`src/rtl/sd_spi_responder.sv`:
```
// SPI-mode SD card responder for the initialization command set.
// Decodes 48-bit command frames from the host and answers with R1/R3/R7
// responses on miso. Used as a card model for loopback bring-up.
module sd_spi_responder #(
  parameter int NCR         = 1,
  parameter int INIT_POLLS  = 2,
  parameter int SYNC_STAGES = 2
) (
  input  logic        clk,
  input  logic        rst,
  input  logic        spi_clk,
  input  logic        cs,
  input  logic        mosi,
  output logic        miso,
  output logic        cmd_valid,
  output logic [5:0]  cmd_index,
  output logic [31:0] cmd_arg,
  output logic        crc_ok,
  output logic        in_idle
);

  typedef enum logic [1:0] {HUNT, RX_CMD, WAIT_NCR, TX_RESP} state_t;

  localparam logic [7:0] POLL_MAX = 8'(INIT_POLLS);
  localparam logic [3:0] NCR_W    = 4'(NCR);

  logic [SYNC_STAGES-1:0] sclk_sync, cs_sync, mosi_sync;
  logic sclk_s, cs_s, mosi_s, sclk_prev, sclk_rise, sclk_fall;

  logic [7:0]      rx_shift, tx_shift;
  logic [2:0]      bit_cnt, byte_cnt;
  logic            byte_done;
  state_t          state;
  logic [5:0]      idx_r;
  logic [31:0]     arg_r;
  logic [6:0]      crc_r;
  logic [3:0]      ncr_cnt;
  logic [4:0][7:0] resp_buf;
  logic [2:0]      resp_len, resp_idx;
  logic [7:0]      polls;
  logic            app, hcs;

  // next-state of the card after executing the frame currently completing
  logic            frame_crc_good, crc_err, illegal;
  logic            x_idle, x_app, x_hcs;
  logic [7:0]      x_polls, r1;
  logic [4:0][7:0] x_resp;
  logic [2:0]      x_len;

  assign sclk_s    = sclk_sync[SYNC_STAGES-1];
  assign cs_s      = cs_sync[SYNC_STAGES-1];
  assign mosi_s    = mosi_sync[SYNC_STAGES-1];
  assign sclk_rise = sclk_s & ~sclk_prev;
  assign sclk_fall = ~sclk_s & sclk_prev;

  // Serial CRC7 (x^7 + x^3 + 1) advanced over one byte, MSB first
  function automatic logic [6:0] crc7_step(input logic [6:0] crc, input logic [7:0] data);
    logic [6:0] c;
    logic [7:0] d;
    logic       fb;
    c = crc;
    d = data;
    for (int unsigned i = 0; i < 8; i++) begin
      fb = d[7] ^ c[6];
      c  = {c[5:0], 1'b0} ^ (fb ? 7'h09 : 7'h00);
      d  = {d[6:0], 1'b0};
    end
    return c;
  endfunction

  // Resynchronize the asynchronous SPI pins into the clk domain
  always_ff @(posedge clk or posedge rst) begin
    if (rst) begin
      sclk_sync <= '0;
      cs_sync   <= '1;
      mosi_sync <= '1;
    end else begin
      sclk_sync[0] <= spi_clk;
      cs_sync[0]   <= cs;
      mosi_sync[0] <= mosi;
      for (int unsigned i = 1; i < SYNC_STAGES; i++) begin
        sclk_sync[i] <= sclk_sync[i-1];
        cs_sync[i]   <= cs_sync[i-1];
        mosi_sync[i] <= mosi_sync[i-1];
      end
    end
  end

  // Command execution: card state update and response bytes for the frame
  always_comb begin
    frame_crc_good = (rx_shift[7:1] == crc_r) && rx_shift[0];
    x_idle  = in_idle;
    x_polls = polls;
    x_hcs   = hcs;
    x_app   = (idx_r == 6'd55) && frame_crc_good;
    x_resp  = '1;
    x_len   = 3'd1;
    crc_err = 1'b0;
    illegal = 1'b0;
    if ((idx_r == 6'd0 || idx_r == 6'd8) && !frame_crc_good) begin
      crc_err = 1'b1;
    end else begin
      case (idx_r)
        6'd0: begin
          x_idle  = 1'b1;
          x_polls = '0;
          x_hcs   = 1'b0;
        end
        6'd8, 6'd55, 6'd58: ;
        6'd41: begin
          if (app) begin
            x_hcs = arg_r[30];
            if (polls < POLL_MAX) x_polls = polls + 8'd1;
            if (x_polls == POLL_MAX) x_idle = 1'b0;
          end else begin
            illegal = 1'b1;
          end
        end
        default: illegal = 1'b1;
      endcase
    end
    r1 = {4'b0, crc_err, illegal, 1'b0, x_idle};
    x_resp[0] = r1;
    if (!crc_err && idx_r == 6'd8) begin
      x_resp[1] = 8'h00;
      x_resp[2] = 8'h00;
      x_resp[3] = {4'h0, arg_r[11:8]};
      x_resp[4] = arg_r[7:0];
      x_len     = 3'd5;
    end else if (!crc_err && idx_r == 6'd58) begin
      x_resp[1] = {~x_idle, x_hcs, 6'b0};
      x_resp[2] = 8'hFF;
      x_resp[3] = 8'h80;
      x_resp[4] = 8'h00;
      x_len     = 3'd5;
    end
  end

  // Bit engine plus frame/response FSM; byte_done lags the last rising edge by one clk
  always_ff @(posedge clk or posedge rst) begin
    if (rst) begin
      sclk_prev <= 1'b0;
      rx_shift  <= '0;
      tx_shift  <= '1;
      bit_cnt   <= '0;
      byte_cnt  <= '0;
      byte_done <= 1'b0;
      state     <= HUNT;
      idx_r     <= '0;
      arg_r     <= '0;
      crc_r     <= '0;
      ncr_cnt   <= '0;
      resp_buf  <= '1;
      resp_len  <= 3'd1;
      resp_idx  <= '0;
      polls     <= '0;
      app       <= 1'b0;
      hcs       <= 1'b0;
      miso      <= 1'b1;
      cmd_valid <= 1'b0;
      cmd_index <= '0;
      cmd_arg   <= '0;
      crc_ok    <= 1'b0;
      in_idle   <= 1'b1;
    end else begin
      sclk_prev <= sclk_s;
      cmd_valid <= 1'b0;
      if (cs_s) begin
        bit_cnt   <= '0;
        byte_done <= 1'b0;
        tx_shift  <= '1;
        miso      <= 1'b1;
        state     <= HUNT;
      end else begin
        byte_done <= 1'b0;
        if (sclk_rise) begin
          rx_shift  <= {rx_shift[6:0], mosi_s};
          bit_cnt   <= bit_cnt + 3'd1;
          byte_done <= (bit_cnt == 3'd7);
        end
        if (sclk_fall) begin
          miso     <= tx_shift[7];
          tx_shift <= {tx_shift[6:0], 1'b1};
        end
        if (byte_done) begin
          case (state)
            HUNT: begin
              tx_shift <= '1;
              if (rx_shift[7:6] == 2'b01) begin
                idx_r    <= rx_shift[5:0];
                crc_r    <= crc7_step(7'd0, rx_shift);
                byte_cnt <= 3'd1;
                state    <= RX_CMD;
              end
            end
            RX_CMD: begin
              if (byte_cnt != 3'd5) begin
                arg_r    <= {arg_r[23:0], rx_shift};
                crc_r    <= crc7_step(crc_r, rx_shift);
                byte_cnt <= byte_cnt + 3'd1;
                tx_shift <= '1;
              end else begin
                cmd_valid <= 1'b1;
                cmd_index <= idx_r;
                cmd_arg   <= arg_r;
                crc_ok    <= frame_crc_good;
                in_idle   <= x_idle;
                polls     <= x_polls;
                app       <= x_app;
                hcs       <= x_hcs;
                resp_buf  <= x_resp;
                resp_len  <= x_len;
                if (NCR == 0) begin
                  tx_shift <= x_resp[0];
                  resp_idx <= 3'd1;
                  state    <= TX_RESP;
                end else begin
                  tx_shift <= '1;
                  ncr_cnt  <= 4'd1;
                  state    <= WAIT_NCR;
                end
              end
            end
            WAIT_NCR: begin
              if (ncr_cnt == NCR_W) begin
                tx_shift <= resp_buf[0];
                resp_idx <= 3'd1;
                state    <= TX_RESP;
              end else begin
                ncr_cnt  <= ncr_cnt + 4'd1;
                tx_shift <= '1;
              end
            end
            TX_RESP: begin
              if (resp_idx == resp_len) begin
                tx_shift <= '1;
                state    <= HUNT;
              end else begin
                tx_shift <= resp_buf[resp_idx];
                resp_idx <= resp_idx + 3'd1;
              end
            end
            default: state <= HUNT;
          endcase
        end
      end
    end
  end

endmodule

```
`config.mk`:
```
export PLATFORM = sky130hd
export DESIGN_NAME = sd_spi_responder
export DESIGN_NICKNAME = d
export VERILOG_FILES = /design/src/rtl/sd_spi_responder.sv
export SDC_FILE = /design/constraint.sdc
export NUM_CORES = 1
export LEC_CHECK = 0
export BUFFER_PORTS_ARGS = -buffer_cell sky130_fd_sc_hd__buf_4
export CAP_MARGIN = 10
export CORE_ASPECT_RATIO = 0.8
export CORE_MARGIN = 8
export CORE_UTILIZATION = 40
export CTS_BUF_LIST = sky130_fd_sc_hd__clkbuf_2 sky130_fd_sc_hd__clkbuf_4 sky130_fd_sc_hd__clkbuf_8
export DETAILED_ROUTE_END_ITERATION = 12
export PLACE_DENSITY_LB_ADDON = 0.08
export SYNTH_ARGS = -nofsm -noshare
export SYNTH_HDL_FRONTEND = slang
export SYNTH_SLANG_ARGS = --single-unit
```
`constraint.sdc`:
```
create_clock -name clk -period 9.5 [get_ports clk]
set_input_delay 1.9 -clock clk [delete_from_list [all_inputs] [get_ports clk]]
set_output_delay 1.9 -clock clk [all_outputs]
set_load 0.02 [all_outputs]
```
# After elaboration in Yosys (flattened, before gate mapping)
# Index checks and enable logic that the tools add are counted.
# classes
add_sub_neg	5
order_cmp	2
eq_ne	25
muxes	74
n_bitwise	38
reduce_logical	29
# op_table
operator	count
7-bit by 4-bit XOR with 7-bit output	13
8-bit 2-to-1 mux	11
4-bit 2-to-1 mux	18
32-bit 2-to-1 mux	2
8-bit binary-select mux with 3-bit select	1
3-bit 2-to-1 mux	8
8-bit case mux with 3 select lines	1
5-bit AND reduction	4
6-bit == test (second input constant)	3
1-bit 2-to-1 mux	16
8-bit case mux with 2 select lines	1
3-bit != test (second input constant)	5
7-bit 2-to-1 mux	2
2-bit != test (second input constant)	7
7-bit case mux with 2 select lines	1
2-bit nonzero test	7
2-bit 2-to-1 mux	6
3-bit case mux with 2 select lines	2
4-bit AND reduction	3
1-bit XOR	12
3-bit by 1-bit adder with 3-bit output (second input constant)	3
8-bit by 1-bit adder with 8-bit output (second input constant)	1
8-bit by 2-bit == test with 1-bit output (second input constant)	1
8-bit by 2-bit < comparator with 1-bit output (second input constant)	1
other kinds (27)	44
# totals
register_bits	179
input_bits	5
output_inout_bits	42
elab_cells	203

# Depth between registers and ports, before layout
# Gate-level depths: netlist (run 1).
# logic_depth
word_depth	26
depth_mapped	10
depth_no_buf	7

# Least setup slack after synthesis (run 1)
# OpenSTA, ideal clock, no wires.
# synth_path
path_type	reg-to-output
from	reg resp_buf[0] (netlist name)
to	out in_idle
arrival_time_ps	577
required_ps	7600
slack_ps	7023
path_stages_with_launch	1
path_buffers	0
path_cell_list	dfstp_2
# synth_rtl
item	line	text
to (decl)	19	output logic in_idle

# Final worst setup path (run 1)
# layout_path
from	reg state[1]
to	reg resp_len[2]
# layout_between
elab_chain_len	2
# layout_rtl
item	line	text
from (decl)	33	state_t state;
from (signal assigned)	148	state <= HUNT;
from (signal assigned)	173	state <= HUNT;
from (signal assigned)	193	state <= RX_CMD;
2-bit by 1-bit == test with 1-bit output	186	case (state)
4-bit AND reduction (no source line)	-	
to (signal assigned)	212	resp_len <= x_len;
to (decl)	39	logic [2:0] resp_len, resp_idx;
# No other way between the ends.
# A chain may end at the register's enable or synchronous reset.

==> flow_summary.ini, run 1 <==
[status]
status = finished clean

[synthesis]
synth_cells = 705
async_flop_share_pct = 100
yosys-top-cells-area = dfrtp_1 42%, dfstp_2 12%, nand2_1 8.6%
synthesis.area_sq_um = 7270
synth_cell_types = 66
ys_ff_latch = 156
synth_edf_count = 0
syn_nets = 723
ys_warn_count = 0
yosys.area.top_type_share_pct = 42.3
ys_seq_area_share_pct = 54.2
synth_area_leader_cell = dfrtp_1
synthFlopType = dfrtp_1
syn_area_per_cell_sq_um = 10.3

[critical_path]
reg2reg_slack_ns = 6.39
cp-start-kind = flip-flop
crit_type = flip-flop to flip-flop
worstReg2RegStart = state[1]
slowest_delay_ns = 0.57
cp-end-kind = flip-flop
cp_top_family = buffers and inverters
reg2reg_depth = 9
cp_slowest_cell = ha_1
critPathMaxFanout = 70
crit_path_cell_trace = inv_1 -> ha_1 -> and3_1 -> nand2_2 -> buf_4 -> inv_1 -> buf_4 -> nand2_1 -> o22a_1
path_buf_inv = 4
arrival_ns = 3.45
rr_endpoint = resp_len[2]
cp.required_ns = 9.83

[routing]
routed_wl_microns = 16400
via_per_inst = 5.21
routedWlPerCell_microns = 16.7
num_vias = 5103
drt_iter0_drc = 254
final_antenna_net_count = 0
dr.pass1.iters = 5
drc_errors = 0

[finish]
nets = 755
stdcell_count = 980
insertedDiodeCount = 0
fin_area_sq_um = 8140
regArea_sq_um = 3950
n_fill_cell = 1687
final_cell_mix = 166 x nand2_1, 123 x dfrtp_1, 50 x buf_4
multi_input_area_sq_um = 3100
area_growth_pct = 11.9
drive_above_1_share_pct = 23.6
final_common_cell = nand2_1

[global_route]
grt_max_degree = 81
grt_usage_pct = 14.8
antenna_found_initial = 0
gr-total-overflow = 0
grt_pass1_wl_microns = 27000
grt_pass1_vias = 5113

[clock_tree]
cts_root_buffer = clkbuf_8
cts-hold-fix-buffers = 0
cts_buffers = 17
clkSinkCount = 156
clock_latency_ns = 0.45
cts_setup_buffers = 0
cts.repair.resized = 0
clock_path_buffers = 2
cts_tree = built
cts.clk_slew.worst_paths_ns = 0.09
cts_max_level = 4

[pwr]
p_leak_nw = 3.94
ir_drop_mv = 0.100
power_density_nw_per_um2 = 167
power.total_mw = 1.36

[floorplanning]
start_util_pct = 40.4
io_pins = 47
die_w_microns = 167
dieHeight_microns = 137
dieArea_sq_um = 22800
rows = 44
coreArea_sq_um = 18000

[timing]
max_freq_mhz = 321
period_share_pct = 32.8
fin_setup_tns_ns = 0
period_needed_ns = 3.11
final-setup-viol-count = 0
skew_ns = 0.0142
worst_pin_slew_ns = 1.01
rsz0062_at_grt = false
report.final.slew_viol_count = 0
relSlewSlack_pct = 32.8
setup_ws_ns = 6.39
hold_viol_final = 0

[min_path]
hold_depth = 0
hold_path_end = sclk_sync[1]
min_path_type = flip-flop to flip-flop
hp-start = sclk_sync[0]

[placement]
dp_cells = 948
io_buffers = 46
dp_slack_ns = 5.86
dpl_cell_area_sq_um = 7780
place_congestion = 0.846
dp_hpwl_microns = 11100

[job]
drv_cap = 0
## power by group
part / internal [mW] / leakage [nW] / switching, mW
logic: 0.0779 / 1.70 / 0.0889
clock network: 0.201 / 0.190 / 0.268
registers: 0.685 / 2.04 / 0.0365
total: 0.964 / 3.94 / 0.393
## synthesized netlist by cell type, types with 10 or more instances
library cell  count
nor2b_1          10
mux2_2           48
xnor2_1          14
dfstp_2          33
dfrtp_1         123
o21ai_0          36
xor2_1           12
nand3_1          12
ha_1             13
buf_2            17
a21oi_1          24
nor2_1           42
clkbuf_1         17
inv_1            18
nand2_1         167
## cell families (layout without fill, tap and decap cells)
logic type,count (synthesis),after routing,share of synthesized area (%)
buffers and inverters,55,100,3.23
AOI/OAI and AO/OA,121,121,11.1
adders and majority gates,13,13,2.24
DFF,156,156,54.2
and+or+nand+nor,277,277,17.0
muxes,56,56,8.70
xor gates and xnor gates,27,27,3.46
## layer usage
metal	track usage [%]	wire (microns)
met5	0	0
met3	4.30	694
met2	22.5	7280
met4	4.34	172
met1	20.3	8240
## sequential cells by signal, indices dropped and copies added (netlist names), 3 cells and up
signal,cells
arg_r,32
bit_cnt,3
byte_cnt,3
cmd_arg,32
cmd_index,6
crc_r,7
idx_r,6
ncr_cnt,4
polls,8
resp_buf,20
resp_idx,3
rx_shift,8
tx_shift,8
## worst max path at each step
| stage | cells past startpoint | to | from |
|---|---|---|---|
| 6_report | 9 | resp_len[2] | state[1] |
| 5_1_grt | 9 | resp_buf[38] | state[1] |
| 4_1_cts | 9 | resp_len[2] | state[1] |
| 3_5_place_dp | 3 | idx_r[5] | rst |
| 3_3_place_gp | 3 | rx_shift[7] | rst |
| 2_1_floorplan | 1 | app | rst |
## through the flow
stage / hold WS (ns) / utilization (%)
floorplan: 0.331 / -
global placement: 0.345 / 43.2
detailed placement: 0.345 / 43.2
CTS: 0.367 / 45.2
global route: 0.379 / 45.2
finish: 0.363 / 45.2
## cell type report
cell class,count,area share [%]
Clock buffer,19,3.21
Clock inverter,13,1.28
Inverter,18,0.891
Multi-Input combinational cell,494,38.0
Sequential cell,156,48.5
Tap cell,230,3.53
Timing Repair Buffer,50,4.61
Power figures use the tool's default switching activity.
==> inputs of run 2 (changes only) <==
clock period = 2.88 ns   (was 9.5 ns; I/O delays follow)
==> run 2 against run 1 <==
Wire length down 1.9%. Clock power grew to 3.8 times the previous value. Non-clock buffer count up 3. Design area increased by 1.1%. Clock skew shrank 0.00053 ns. Fmax is 22% higher. Critical path depth is 2 lower. Register-to-register slack got worse by 6.1 ns. Sequential power rose to 3.3 times the previous value. Die area is the same. Sequential cell count unchanged. Final cell count rose by 0.31%. Critical path type unchanged. Highest routed layer unchanged.
==> flow_summary.ini, run 2 (synthesized netlist as in run 1, its figures left out) <==
[timing]
relSlewSlack_pct = 33.9
skew_ns = 0.0137
period_share_pct = 88.5
period_needed_ns = 2.55
max_freq_mhz = 393
hold_viol_final = 0
worst_pin_slew_ns = 0.987
rsz0062_at_grt = false
fin_setup_tns_ns = 0
final-setup-viol-count = 0
hold-worst-slack_ns = 0.225
setup_ws_ns = 0.333
report.final.slew_viol_count = 0

[pwr]
p_comb_share_pct = 11.9
power_density_nw_per_um2 = 571
sw_frac_of_total_pct = 27.1
seqPwrFrac_pct = 50.7
p_sw_mw = 1.27
power.total_mw = 4.70
internal-power_mw = 3.43
ir_drop_mv = 0.405
p_clk_share_pct = 37.4
p_leak_nw = 3.98

[placement]
dp_slack_ns = 0.409
dp_hpwl_microns = 11100
dp_cells = 951
dpl_cell_area_sq_um = 7810
io_buffers = 46
place_congestion = 0.798

[routing]
routedWlPerCell_microns = 16.3
num_vias = 5082
final_antenna_net_count = 0
via_per_inst = 5.17
routed_wl_microns = 16100
drt_iter0_drc = 380
drc_errors = 0
dr.pass1.iters = 5

[global_route]
antenna_found_initial = 0
gr-total-overflow = 0
grt_pass1_wl_microns = 27200
grt_max_degree = 157
grt_usage_pct = 14.7
grt_pass1_vias = 5216

[critical_path]
cp_top_family = compound AO/OA/AOI/OAI gates
crit_type = flip-flop to flip-flop
cp_slowest_cell = o311ai_0
arrival_ns = 2.86
slowest_delay_ns = 0.47
critPathMaxFanout = 19
cp-end-kind = flip-flop
path_buf_inv = 1
cp.required_ns = 3.20
path_common_cell = a21oi_1
worstReg2RegStart = state[1]
crit_path_cell_trace = inv_1 -> ha_1 -> and3_1 -> a21oi_1 -> o211ai_1 -> o311ai_0 -> a21oi_1
critical_path.startpoint = state[1]
cp-start-kind = flip-flop

[finish]
area_growth_pct = 13.2
stdcell_count = 983
final_cell_mix = 166 x nand2_1, 123 x dfrtp_1, 52 x buf_4
final_common_cell = nand2_1
insertedDiodeCount = 0
multi_input_area_sq_um = 3100
regArea_sq_um = 3950
nets = 758
fin_area_sq_um = 8230
fin_util_pct = 45.7
n_fill_cell = 1711
reg_top3 = arg_r x32, cmd_arg x32, resp_buf x20
drive_above_1_share_pct = 23.9

[min_path]
min_path_type = input pin to flip-flop
hp-start = mosi

[floorplanning]
die_w_microns = 167
coreArea_sq_um = 18000
rows = 44
io_pins = 47
dieArea_sq_um = 22800
start_util_pct = 40.4
dieHeight_microns = 137

[clock_tree]
clkSinkCount = 156
cts_buffers = 17
cts_max_level = 4
cts-hold-fix-buffers = 0
cts.clk_slew.worst_paths_ns = 0.09
cts_root_buffer = clkbuf_8
clock_latency_ns = 0.45
clock_path_buffers = 2
cts.repair.resized = 0
cts_setup_buffers = 0
cts_tree = built

[status]
status = finished clean

[job]
drv_cap = 0
run 2: cell count changes in the layout (fill, tap and decap cells not counted):
| cell | change |
|---|---|
| clkbuf_8 | -1 |
| clkbuf_4 | +2 |
| clkinv_4 | +1 |
| inv_8 | -1 |
| buf_12 | +1 |
| inv_6 | -4 |
| buf_4 | +2 |
| clkinv_2 | -1 |
| bufinv_16 | +3 |
| clkinvlp_4 | +1 |
run 2: final cells by class:
cell class	instances	area share (%)
Clock buffer	20	3.19
Inverter	18	0.866
Clock inverter	12	1.95
Multi-Input combinational cell	494	37.6
Tap cell	230	3.50
Timing Repair Buffer	53	4.98
Sequential cell	156	47.9
run 2: power by group through the flow:
stage | Clock, mW | Combinational, mW | Sequential [mW]
2_1_floorplan | 0 | 0.547 | 2.33
3_3_place_gp | 0 | 0.543 | 2.43
3_5_place_dp | 0 | 0.560 | 2.43
4_1_cts | 1.81 | 0.562 | 2.39
5_1_grt | 1.90 | 0.621 | 2.40
6_report | 1.76 | 0.560 | 2.38
run 2: layer usage:
metal / share of wire (%) / vias up / GRT usage [%]
met1: 51 / 2496 / 20.9
met3: 3.8 / 15 / 3.89
met2: 44 / 95 / 22.0
li1: - / 2476 / -
met4: 0.95 / 0 / 3.74
met5: 0 / - / 0
run 2: path summary, 6_finish.rpt:
path	end	slack, ns	cells past startpoint
hold / removal	mosi_sync[0]	0.22	1
max in group asynchronous	polls[2]	1.88	3
setup reg to reg	crc_r[3]	0.33	7
setup / recovery	crc_r[3]	0.33	7
min in group asynchronous	cmd_arg[18]	0.33	3
hold reg to reg	cs_sync[1]	0.36	0
run 2: worst reg2reg max path, stage by stage, from the launching register on:
cell and delay [ns]:
dfrtp_1 0.40, inv_1 0.08, ha_1 0.40, and3_1 0.30, a21oi_1 0.22, o211ai_1 0.44
o311ai_0 0.47, a21oi_1 0.11
